==> config.mk <==
export PLATFORM = sky130hd
export DESIGN_NAME = flash_word_fetch_flat
export DESIGN_NICKNAME = d
export VERILOG_FILES = /design/src/rtl/flash_word_fetch_if.sv /design/src/rtl/flash_word_fetch.sv /design/src/flat_wrapper.sv
export SDC_FILE = /design/constraint.sdc
export NUM_CORES = 1
export LEC_CHECK = 0
export ABC_CLOCK_PERIOD_IN_PS = 3100
export BUFFER_PORTS_ARGS = -buffer_cell sky130_fd_sc_hd__buf_2
export CAP_MARGIN = 20
export CORE_UTILIZATION = 40
export DETAILED_ROUTE_END_ITERATION = 16
export PLACE_DENSITY = 0.67
export SYNTH_ARGS = -nofsm -noshare
export SYNTH_HDL_FRONTEND = slang
export SYNTH_SLANG_ARGS = --single-unit
==> constraint.sdc <==
create_clock -name CLOCK_50 -period 3.1 [get_ports CLOCK_50]
set_clock_uncertainty 0.05 [all_clocks]
set_input_delay 0.465 -clock CLOCK_50 [delete_from_list [all_inputs] [get_ports CLOCK_50]]
set_output_delay 0.465 -clock CLOCK_50 [all_outputs]
set_load 0.1 [all_outputs]
==> src/rtl/flash_word_fetch_if.sv <==
// ---------------------------------------------------------------------------
// flash_word_fetch_if
//   CPU-side ROM fetch bus between a CPU core and flash_word_fetch.
//
//   req   CPU -> fetcher   fetch request. It is a level, and addr must stay
//                          stable while req is high and rdy is low.
//   addr  CPU -> fetcher   word address (ADDR_W bits).
//   rdy   fetcher -> CPU   the assembled word is valid. It stays high until
//                          req drops.
//   data  fetcher -> CPU   assembled word (DATA_W bits), byte 0 in [7:0].
//
//   master modport: CPU core.   slave modport: fetcher.
// ---------------------------------------------------------------------------
interface flash_word_fetch_if #(
    parameter int ADDR_W = 16,
    parameter int DATA_W = 16
);
    logic              req;
    logic [ADDR_W-1:0] addr;
    logic              rdy;
    logic [DATA_W-1:0] data;

    modport master (output req, output addr, input rdy, input data);
    modport slave  (input req, input addr, output rdy, output data);
endinterface

==> src/rtl/flash_word_fetch.sv <==
// ---------------------------------------------------------------------------
// flash_word_fetch
//   Builds a BYTES-wide ROM word from a byte-wide parallel NOR flash. Each
//   byte lane has its own programmable access time of WAIT clock cycles.
//   Lane j of word addr is read from flash byte address
//   (BASE + addr*BYTES + j) mod 2^FL_ADDR_W.
//
//   Optional feature (macro FETCH_PREFETCH_EN):
//     Adds a one-entry last-word buffer and a one-entry sequential prefetch
//     buffer. After a request is released, word addr+1 is fetched in the
//     background (state PREF). A request that hits a buffer is answered
//     without any flash access. A request for the word that is already being
//     prefetched is promoted to a demand fetch. Any other request aborts the
//     prefetch.
//     If the macro is not defined there are no buffers, and every request
//     is a full demand fetch.
//
// Ports
//   CLOCK_50  in   clock; all state changes happen on its rising edge
//   reset_n   in   synchronous, active-low reset
//   bus       slave modport of flash_word_fetch_if (req/addr/rdy/data)
//   busy      out  a flash access is in progress (demand or prefetch)
//   fl_addr   out  flash byte address; holds its value between fetches
//   fl_dq     in   flash data byte
//   fl_ce_n   out  flash chip enable, low while busy
//   fl_oe_n   out  flash output enable, low while busy
// ---------------------------------------------------------------------------
module flash_word_fetch #(
    parameter int                   ADDR_W    = 16,
    parameter int                   BYTES     = 2,
    parameter int                   WAIT      = 4,
    parameter int                   FL_ADDR_W = 22,
    parameter logic [FL_ADDR_W-1:0] BASE      = '0
) (
    input  logic                 CLOCK_50,
    input  logic                 reset_n,
    flash_word_fetch_if.slave    bus,
    output logic                 busy,
    output logic [FL_ADDR_W-1:0] fl_addr,
    input  logic [7:0]           fl_dq,
    output logic                 fl_ce_n,
    output logic                 fl_oe_n
);
    localparam int DATA_W = 8 * BYTES;
    localparam int LANE_W = 2;
    localparam int CNT_W  = (WAIT > 1) ? $clog2(WAIT) : 1;
    localparam logic [CNT_W-1:0]  CNT_LOAD  = CNT_W'(WAIT - 1);
    localparam logic [LANE_W-1:0] LAST_LANE = LANE_W'(BYTES - 1);

`ifdef FETCH_PREFETCH_EN
    typedef enum logic [1:0] {S_IDLE, S_FETCH, S_DONE, S_PREF} state_t;
`else
    typedef enum logic [1:0] {S_IDLE, S_FETCH, S_DONE} state_t;
`endif

    // Flash byte address of lane 0. The product is kept at FL_ADDR_W bits,
    // so the address wraps modulo the flash size.
    function automatic logic [FL_ADDR_W-1:0] lane0_addr(input logic [ADDR_W-1:0] a);
        logic [FL_ADDR_W-1:0] wa;
        wa = FL_ADDR_W'(a);
        return BASE + wa * FL_ADDR_W'(BYTES);
    endfunction

    state_t                 state_reg, state_next;
    logic [LANE_W-1:0]      lane_reg, lane_next;
    logic [CNT_W-1:0]       cnt_reg, cnt_next;
    logic [FL_ADDR_W-1:0]   fl_addr_reg, fl_addr_next;
    logic [DATA_W-1:0]      asm_reg, asm_next;
    logic [DATA_W-1:0]      data_reg, data_next;
    logic                   rdy_reg, rdy_next;

    logic [DATA_W-1:0]      word_cap;
    logic                   cap_now;
    logic                   last_cap;
    logic                   demand_done;
    logic                   start_req;

`ifdef FETCH_PREFETCH_EN
    logic [ADDR_W-1:0]      cur_reg, cur_next;
    logic                   lw_valid_reg, lw_valid_next;
    logic [ADDR_W-1:0]      lw_addr_reg, lw_addr_next;
    logic [DATA_W-1:0]      lw_data_reg, lw_data_next;
    logic                   pf_valid_reg, pf_valid_next;
    logic [ADDR_W-1:0]      pf_addr_reg, pf_addr_next;
    logic [DATA_W-1:0]      pf_data_reg, pf_data_next;
    logic [ADDR_W-1:0]      pref_addr;
    logic                   pf_hit;
    logic                   lw_hit;
    logic                   hit_pf;
    logic                   hit_lw;
    logic                   start_pref;

    assign pref_addr = cur_reg + ADDR_W'(1);
    assign pf_hit    = pf_valid_reg && (pf_addr_reg == bus.addr);
    assign lw_hit    = lw_valid_reg && (lw_addr_reg == bus.addr);
    assign busy      = (state_reg == S_FETCH) || (state_reg == S_PREF);
`else
    assign busy      = (state_reg == S_FETCH);
`endif

    // The word as it will look once fl_dq is captured into the current lane.
    for (genvar gi = 0; gi < BYTES; gi++) begin : g_lane
        assign word_cap[8*gi +: 8] = (lane_reg == LANE_W'(gi)) ? fl_dq : asm_reg[8*gi +: 8];
    end

    assign cap_now  = (cnt_reg == '0);
    assign last_cap = busy && cap_now && (lane_reg == LAST_LANE);

    always_comb begin
        state_next   = state_reg;
        lane_next    = lane_reg;
        cnt_next     = cnt_reg;
        fl_addr_next = fl_addr_reg;
        asm_next     = asm_reg;
        data_next    = data_reg;
        rdy_next     = rdy_reg;
        demand_done  = 1'b0;
        start_req    = 1'b0;
`ifdef FETCH_PREFETCH_EN
        cur_next      = cur_reg;
        lw_valid_next = lw_valid_reg;
        lw_addr_next  = lw_addr_reg;
        lw_data_next  = lw_data_reg;
        pf_valid_next = pf_valid_reg;
        pf_addr_next  = pf_addr_reg;
        pf_data_next  = pf_data_reg;
        hit_pf        = 1'b0;
        hit_lw        = 1'b0;
        start_pref    = 1'b0;
`endif

        // Lane sequencing is the same for demand and prefetch accesses.
        // The address stays put for WAIT cycles, then the byte is captured.
        if (busy) begin
            if (cap_now) begin
                asm_next = word_cap;
                if (!last_cap) begin
                    lane_next    = lane_reg + LANE_W'(1);
                    fl_addr_next = fl_addr_reg + FL_ADDR_W'(1);
                    cnt_next     = CNT_LOAD;
                end
            end else begin
                cnt_next = cnt_reg - CNT_W'(1);
            end
        end

        case (state_reg)
            S_IDLE: begin
                if (bus.req) begin
`ifdef FETCH_PREFETCH_EN
                    if (pf_hit)      hit_pf    = 1'b1;
                    else if (lw_hit) hit_lw    = 1'b1;
                    else             start_req = 1'b1;
`else
                    start_req = 1'b1;
`endif
                end
            end
            S_FETCH: begin
                if (last_cap) demand_done = 1'b1;
            end
            S_DONE: begin
                if (!bus.req) begin
                    rdy_next = 1'b0;
`ifdef FETCH_PREFETCH_EN
                    if (pf_valid_reg && (pf_addr_reg == pref_addr)) state_next = S_IDLE;
                    else                                            start_pref = 1'b1;
`else
                    state_next = S_IDLE;
`endif
                end
            end
`ifdef FETCH_PREFETCH_EN
            S_PREF: begin
                if (bus.req) begin
                    if (bus.addr == cur_reg) begin
                        // The CPU wants the word in flight: keep the access
                        // going and hand it over as a demand fetch.
                        if (last_cap) demand_done = 1'b1;
                        else          state_next  = S_FETCH;
                    end
                    else if (pf_hit) hit_pf    = 1'b1;
                    else if (lw_hit) hit_lw    = 1'b1;
                    else             start_req = 1'b1;
                end else if (last_cap) begin
                    pf_valid_next = 1'b1;
                    pf_addr_next  = cur_reg;
                    pf_data_next  = word_cap;
                    state_next    = S_IDLE;
                end
            end
`endif
            default: state_next = S_IDLE;
        endcase

        // The word is returned even if req was dropped during the fetch.
        // rdy is only raised when the CPU is still waiting for it.
        if (demand_done) begin
            data_next = word_cap;
            if (bus.req) begin
                rdy_next   = 1'b1;
                state_next = S_DONE;
            end else begin
                state_next = S_IDLE;
            end
`ifdef FETCH_PREFETCH_EN
            lw_valid_next = 1'b1;
            lw_addr_next  = cur_reg;
            lw_data_next  = word_cap;
`endif
        end

        if (start_req) begin
            state_next   = S_FETCH;
            fl_addr_next = lane0_addr(bus.addr);
            cnt_next     = CNT_LOAD;
            lane_next    = '0;
`ifdef FETCH_PREFETCH_EN
            cur_next     = bus.addr;
`endif
        end

`ifdef FETCH_PREFETCH_EN
        if (hit_pf) begin
            // The prefetched word becomes the last word. Leaving DONE then
            // starts the next sequential prefetch.
            data_next     = pf_data_reg;
            rdy_next      = 1'b1;
            state_next    = S_DONE;
            cur_next      = bus.addr;
            lw_valid_next = 1'b1;
            lw_addr_next  = pf_addr_reg;
            lw_data_next  = pf_data_reg;
            pf_valid_next = 1'b0;
        end else if (hit_lw) begin
            data_next  = lw_data_reg;
            rdy_next   = 1'b1;
            state_next = S_DONE;
            cur_next   = bus.addr;
        end

        if (start_pref) begin
            state_next   = S_PREF;
            cur_next     = pref_addr;
            fl_addr_next = lane0_addr(pref_addr);
            cnt_next     = CNT_LOAD;
            lane_next    = '0;
        end
`endif
    end

    always_ff @(posedge CLOCK_50) begin
        if (!reset_n) begin
            state_reg   <= S_IDLE;
            lane_reg    <= '0;
            cnt_reg     <= '0;
            fl_addr_reg <= '0;
            asm_reg     <= '0;
            data_reg    <= '0;
            rdy_reg     <= 1'b0;
`ifdef FETCH_PREFETCH_EN
            cur_reg      <= '0;
            lw_valid_reg <= 1'b0;
            lw_addr_reg  <= '0;
            lw_data_reg  <= '0;
            pf_valid_reg <= 1'b0;
            pf_addr_reg  <= '0;
            pf_data_reg  <= '0;
`endif
        end else begin
            state_reg   <= state_next;
            lane_reg    <= lane_next;
            cnt_reg     <= cnt_next;
            fl_addr_reg <= fl_addr_next;
            asm_reg     <= asm_next;
            data_reg    <= data_next;
            rdy_reg     <= rdy_next;
`ifdef FETCH_PREFETCH_EN
            cur_reg      <= cur_next;
            lw_valid_reg <= lw_valid_next;
            lw_addr_reg  <= lw_addr_next;
            lw_data_reg  <= lw_data_next;
            pf_valid_reg <= pf_valid_next;
            pf_addr_reg  <= pf_addr_next;
            pf_data_reg  <= pf_data_next;
`endif
        end
    end

    assign bus.rdy  = rdy_reg;
    assign bus.data = data_reg;
    assign fl_addr  = fl_addr_reg;
    assign fl_ce_n  = ~busy;
    assign fl_oe_n  = ~busy;
endmodule

==> src/flat_wrapper.sv <==
// flat-port wrapper written by rule: the top's interface ports become plain ports
module flash_word_fetch_flat 
#(
    parameter int                   ADDR_W    = 16,
    parameter int                   BYTES     = 2,
    parameter int                   WAIT      = 4,
    parameter int                   FL_ADDR_W = 22,
    parameter logic [FL_ADDR_W-1:0] BASE      = '0
)
  (CLOCK_50, reset_n, busy, fl_addr, fl_dq, fl_ce_n, fl_oe_n, bus_req, bus_addr, bus_rdy, bus_data);
  flash_word_fetch_if #(.ADDR_W(ADDR_W), .DATA_W(8*BYTES)) bus_i ();
  input  logic CLOCK_50;
  input  logic reset_n;
  output logic busy;
  output logic [FL_ADDR_W-1:0] fl_addr;
  input  logic [7:0] fl_dq;
  output logic fl_ce_n;
  output logic fl_oe_n;
  input wire logic [$bits(bus_i.req)-1:0] bus_req;
  input wire logic [$bits(bus_i.addr)-1:0] bus_addr;
  output wire logic [$bits(bus_i.rdy)-1:0] bus_rdy;
  output wire logic [$bits(bus_i.data)-1:0] bus_data;
  assign bus_i.req = bus_req;
  assign bus_i.addr = bus_addr;
  assign bus_rdy = bus_i.rdy;
  assign bus_data = bus_i.data;
  flash_word_fetch #(.ADDR_W(ADDR_W), .BYTES(BYTES), .WAIT(WAIT), .FL_ADDR_W(FL_ADDR_W), .BASE(BASE)) u_core (.CLOCK_50(CLOCK_50), .reset_n(reset_n), .bus(bus_i), .busy(busy), .fl_addr(fl_addr), .fl_dq(fl_dq), .fl_ce_n(fl_ce_n), .fl_oe_n(fl_oe_n));
endmodule
==> flow_summary.toml <==
[floorplan]
fp.dieW_um = 81.7
io_pins = 69
core_region_area_um2 = 6030
die_h_um = 81.7
fp-row-count = 28
dieArea_um2 = 6670
initial_core_util_pct = 42.1

[setup_path]
path_class = "flip-flop to flip-flop"
setup.worst_path.start = "u_core.cnt_reg[0]"
rr_startpoint = "u_core.cnt_reg[0]"
rrSetupSlack_ns = 0.91
cp.arrival_ns = 2.39
cp.required_ns = 3.29
reg2reg_depth = 6
end_kind = "flip-flop"
endpoint = "u_core.fl_addr[10]"
reg2reg_to = "u_core.fl_addr[10]"
crit_fanout = 13
startpoint_type = "flip-flop"

[place]
dp_slack_ns = 0.964
place_area_um2 = 2890
placed_cells = 435
port_buffers = 68
hpwl_um = 4590
routabilityCongestion = 0.808

[global_routing]
grt_max_degree = 32
grt_pass1_wl_um = 10400
grt_use_total_pct = 20.2
grt_pass1_vias = 2237
antenna_found_initial = 0
grt.overflow.total = 0

[hold_path]
holdCritStartpoint = "bus_addr[15]"
hold_class = "primary input to flip-flop"
whs_path_depth = 3

[clocking]
clock_sinks = 53
numCtsBuffers = 5
cts_setup_buffers = 0
postCtsResizedCells = 0
clock_tree.root_cell = "clkbuf_8"
cts.clk_slew.worst_paths_ns = 0.11
cts_tree = "done"
cts.htree.levels = 2
ctsHoldBuffers = 0
clk_latency_ns = 0.32
cts_max_path_buffers = 2

[logic_synthesis]
synth_compound_area_share_pct = 19.3
syn_nets = 343
yosysSeqAreaShare_pct = 41.8
synth_cell_types = 51
synth.yosys.warnings = 0
syn_area_um2 = 2540
synth_edf_count = 0
syn_area_per_cell_um2 = 8.14
synthMuxAreaShare_pct = 3.94
ys_seq_elements = 53
synth_ff_type = "dfxtp_1"
synthArstFlopShare_pct = 0
synthAdderAreaFrac_pct = 1.97
syn-instance-count = 312
yosys.area_share.xor_xnor_pct = 1.38
synth_top_family_by_area = "simple AND/OR/NAND/NOR gates"
yosys.area_share.simple_pct = 25.7

[timing]
slew_violations = 0
max-slew-margin-rel_pct = 47.0
worst_pin_slew_ns = 0.791
fin_crit_sh_pct = 70.7
fin_hold_ws_ns = 0.342
setup_ws_ns = 0.908
fin_crit_ns = 2.19
clock.fmax_mhz = 456
hold_viol = 0
rsz0062_at_grt = "no"
setup_viol = 0
final.setup.tns_ns = 0

[drt]
routed-wl-met2_um = 3030
initialDrtViolationCount = 134
highest_layer = "met4"
m1WireLength_um = 2880
drt-total-wl_um = 6410
drtAntennaViolNets = 0
first_pass_iters = 4
via_per_inst = 5.52
drcViolationCount = 0
wl_per_cell_um = 14.5
num_vias = 2446
wl_met3_um = 434

[cells_and_area]
n_fill_cell = 606
fin_cells = 443
final_nets = 398
layout-drive-gt1-share_pct = 23.4
design_area_um2 = 3010
register_area_um2 = 1060
diodes = 0
largest_register_ffs = 22
multi_input_area_um2 = 1330
syn_to_final_growth_pct = 18.4

[flow_run]
maxCapViolCount = 0

[power]
powerDensity_nw_per_um2 = 529
max-vdd-ir-drop_mv = 0.295
p_leak_nw = 1.23

[status]
status = "finished, final reports clean"
## cell families after synthesis
family / after synthesis
simple gates: 129
compound gates: 79
flops: 53
buf+inv: 33
mux: 10
xor+xnor: 4
fa+ha+maj: 4
## where the power goes
| group | total, mW | switching, mW | internal (mW) |
|---|---|---|---|
| combinational | 0.341 | 0.262 | 0.0784 |
| clock | 0.503 | 0.256 | 0.247 |
| sequential | 0.746 | 0.0362 | 0.710 |
| total | 1.59 | 0.554 | 1.04 |
## worst min-delay path by stage
stage / to / slack (ns)
CTS: u_core.fl_addr[16] / 0.34
finish: u_core.fl_addr[16] / 0.34
detailed placement: u_core.asm_reg[2] / 0.40
global placement: u_core.bus.data[12] / 0.39
global route: u_core.asm_reg[2] / 0.33
floorplan: u_core.asm_reg[0] / 0.39
## routing by layer
| metal | vias up | track usage, % |
|---|---|---|
| met4 | 0 | 7.54 |
| met5 | - | 0 |
| li1 | 1231 | - |
| met1 | 1137 | 24.3 |
| met3 | 7 | 5.22 |
| met2 | 71 | 34.5 |
## layout make-up
type	instances	share of cell area, %
tap	75	3.12
sequential	53	35.3
multi-input combinational	226	44.1
inverter	8	0.999
clock buffer	5	2.29
clock inverter	3	1.58
timing repair buffer	73	12.6
## worst max-delay path, cell delays in order, from the launching register on
cell,delay (ns)
dfxtp_1,0.36
inv_1,0.05
ha_1,0.27
and4bb_2,0.36
nor2_1,0.64
o21ai_0,0.20
a31oi_1,0.20
## cell usage after synthesis, types with 3 or more instances
| cell | count | area (µm²) |
|---|---|---|
| o21ai_0 | 8 | 40.0 |
| inv_1 | 8 | 30.0 |
| nand2_1 | 53 | 199 |
| a21oi_1 | 35 | 175 |
| or3_1 | 6 | 37.5 |
| a22oi_1 | 3 | 22.5 |
| xor2_1 | 3 | 26.3 |
| nand3_1 | 9 | 45.0 |
| a31oi_1 | 7 | 43.8 |
| nor3_1 | 5 | 25.0 |
| ha_1 | 4 | 50.1 |
| clkbuf_1 | 18 | 67.6 |
| mux2i_1 | 10 | 100 |
| dfxtp_1 | 53 | 1060 |
| nor2_1 | 22 | 82.6 |
| a211oi_1 | 12 | 90.1 |
| nand4_1 | 10 | 62.6 |
| or4_1 | 4 | 30.0 |
| and3_1 | 3 | 18.8 |
## stage by stage
stage	total power, mW	util (%)
2_1_floorplan	1.03	-
3_3_place_gp	1.10	47.9
3_5_place_dp	1.10	47.9
4_1_cts	1.60	49.9
5_1_grt	1.65	49.9
6_report	1.59	49.9
## cells in the final DEF (no fill, tap or decap), types with 3 or more instances in the layout
cell / instances
a211oi_1: 12
a21oi_1: 35
a22oi_1: 3
a31oi_1: 7
and3_1: 3
buf_2: 68
buf_4: 5
clkbuf_8: 5
dfxtp_1: 53
ha_1: 4
inv_1: 8
mux2i_1: 10
nand2_1: 53
nand3_1: 9
nand4_1: 10
nor2_1: 22
nor3_1: 5
o21ai_0: 8
or3_1: 6
or4_1: 4
xor2_1: 3
Power figures use the tool's default switching activity.
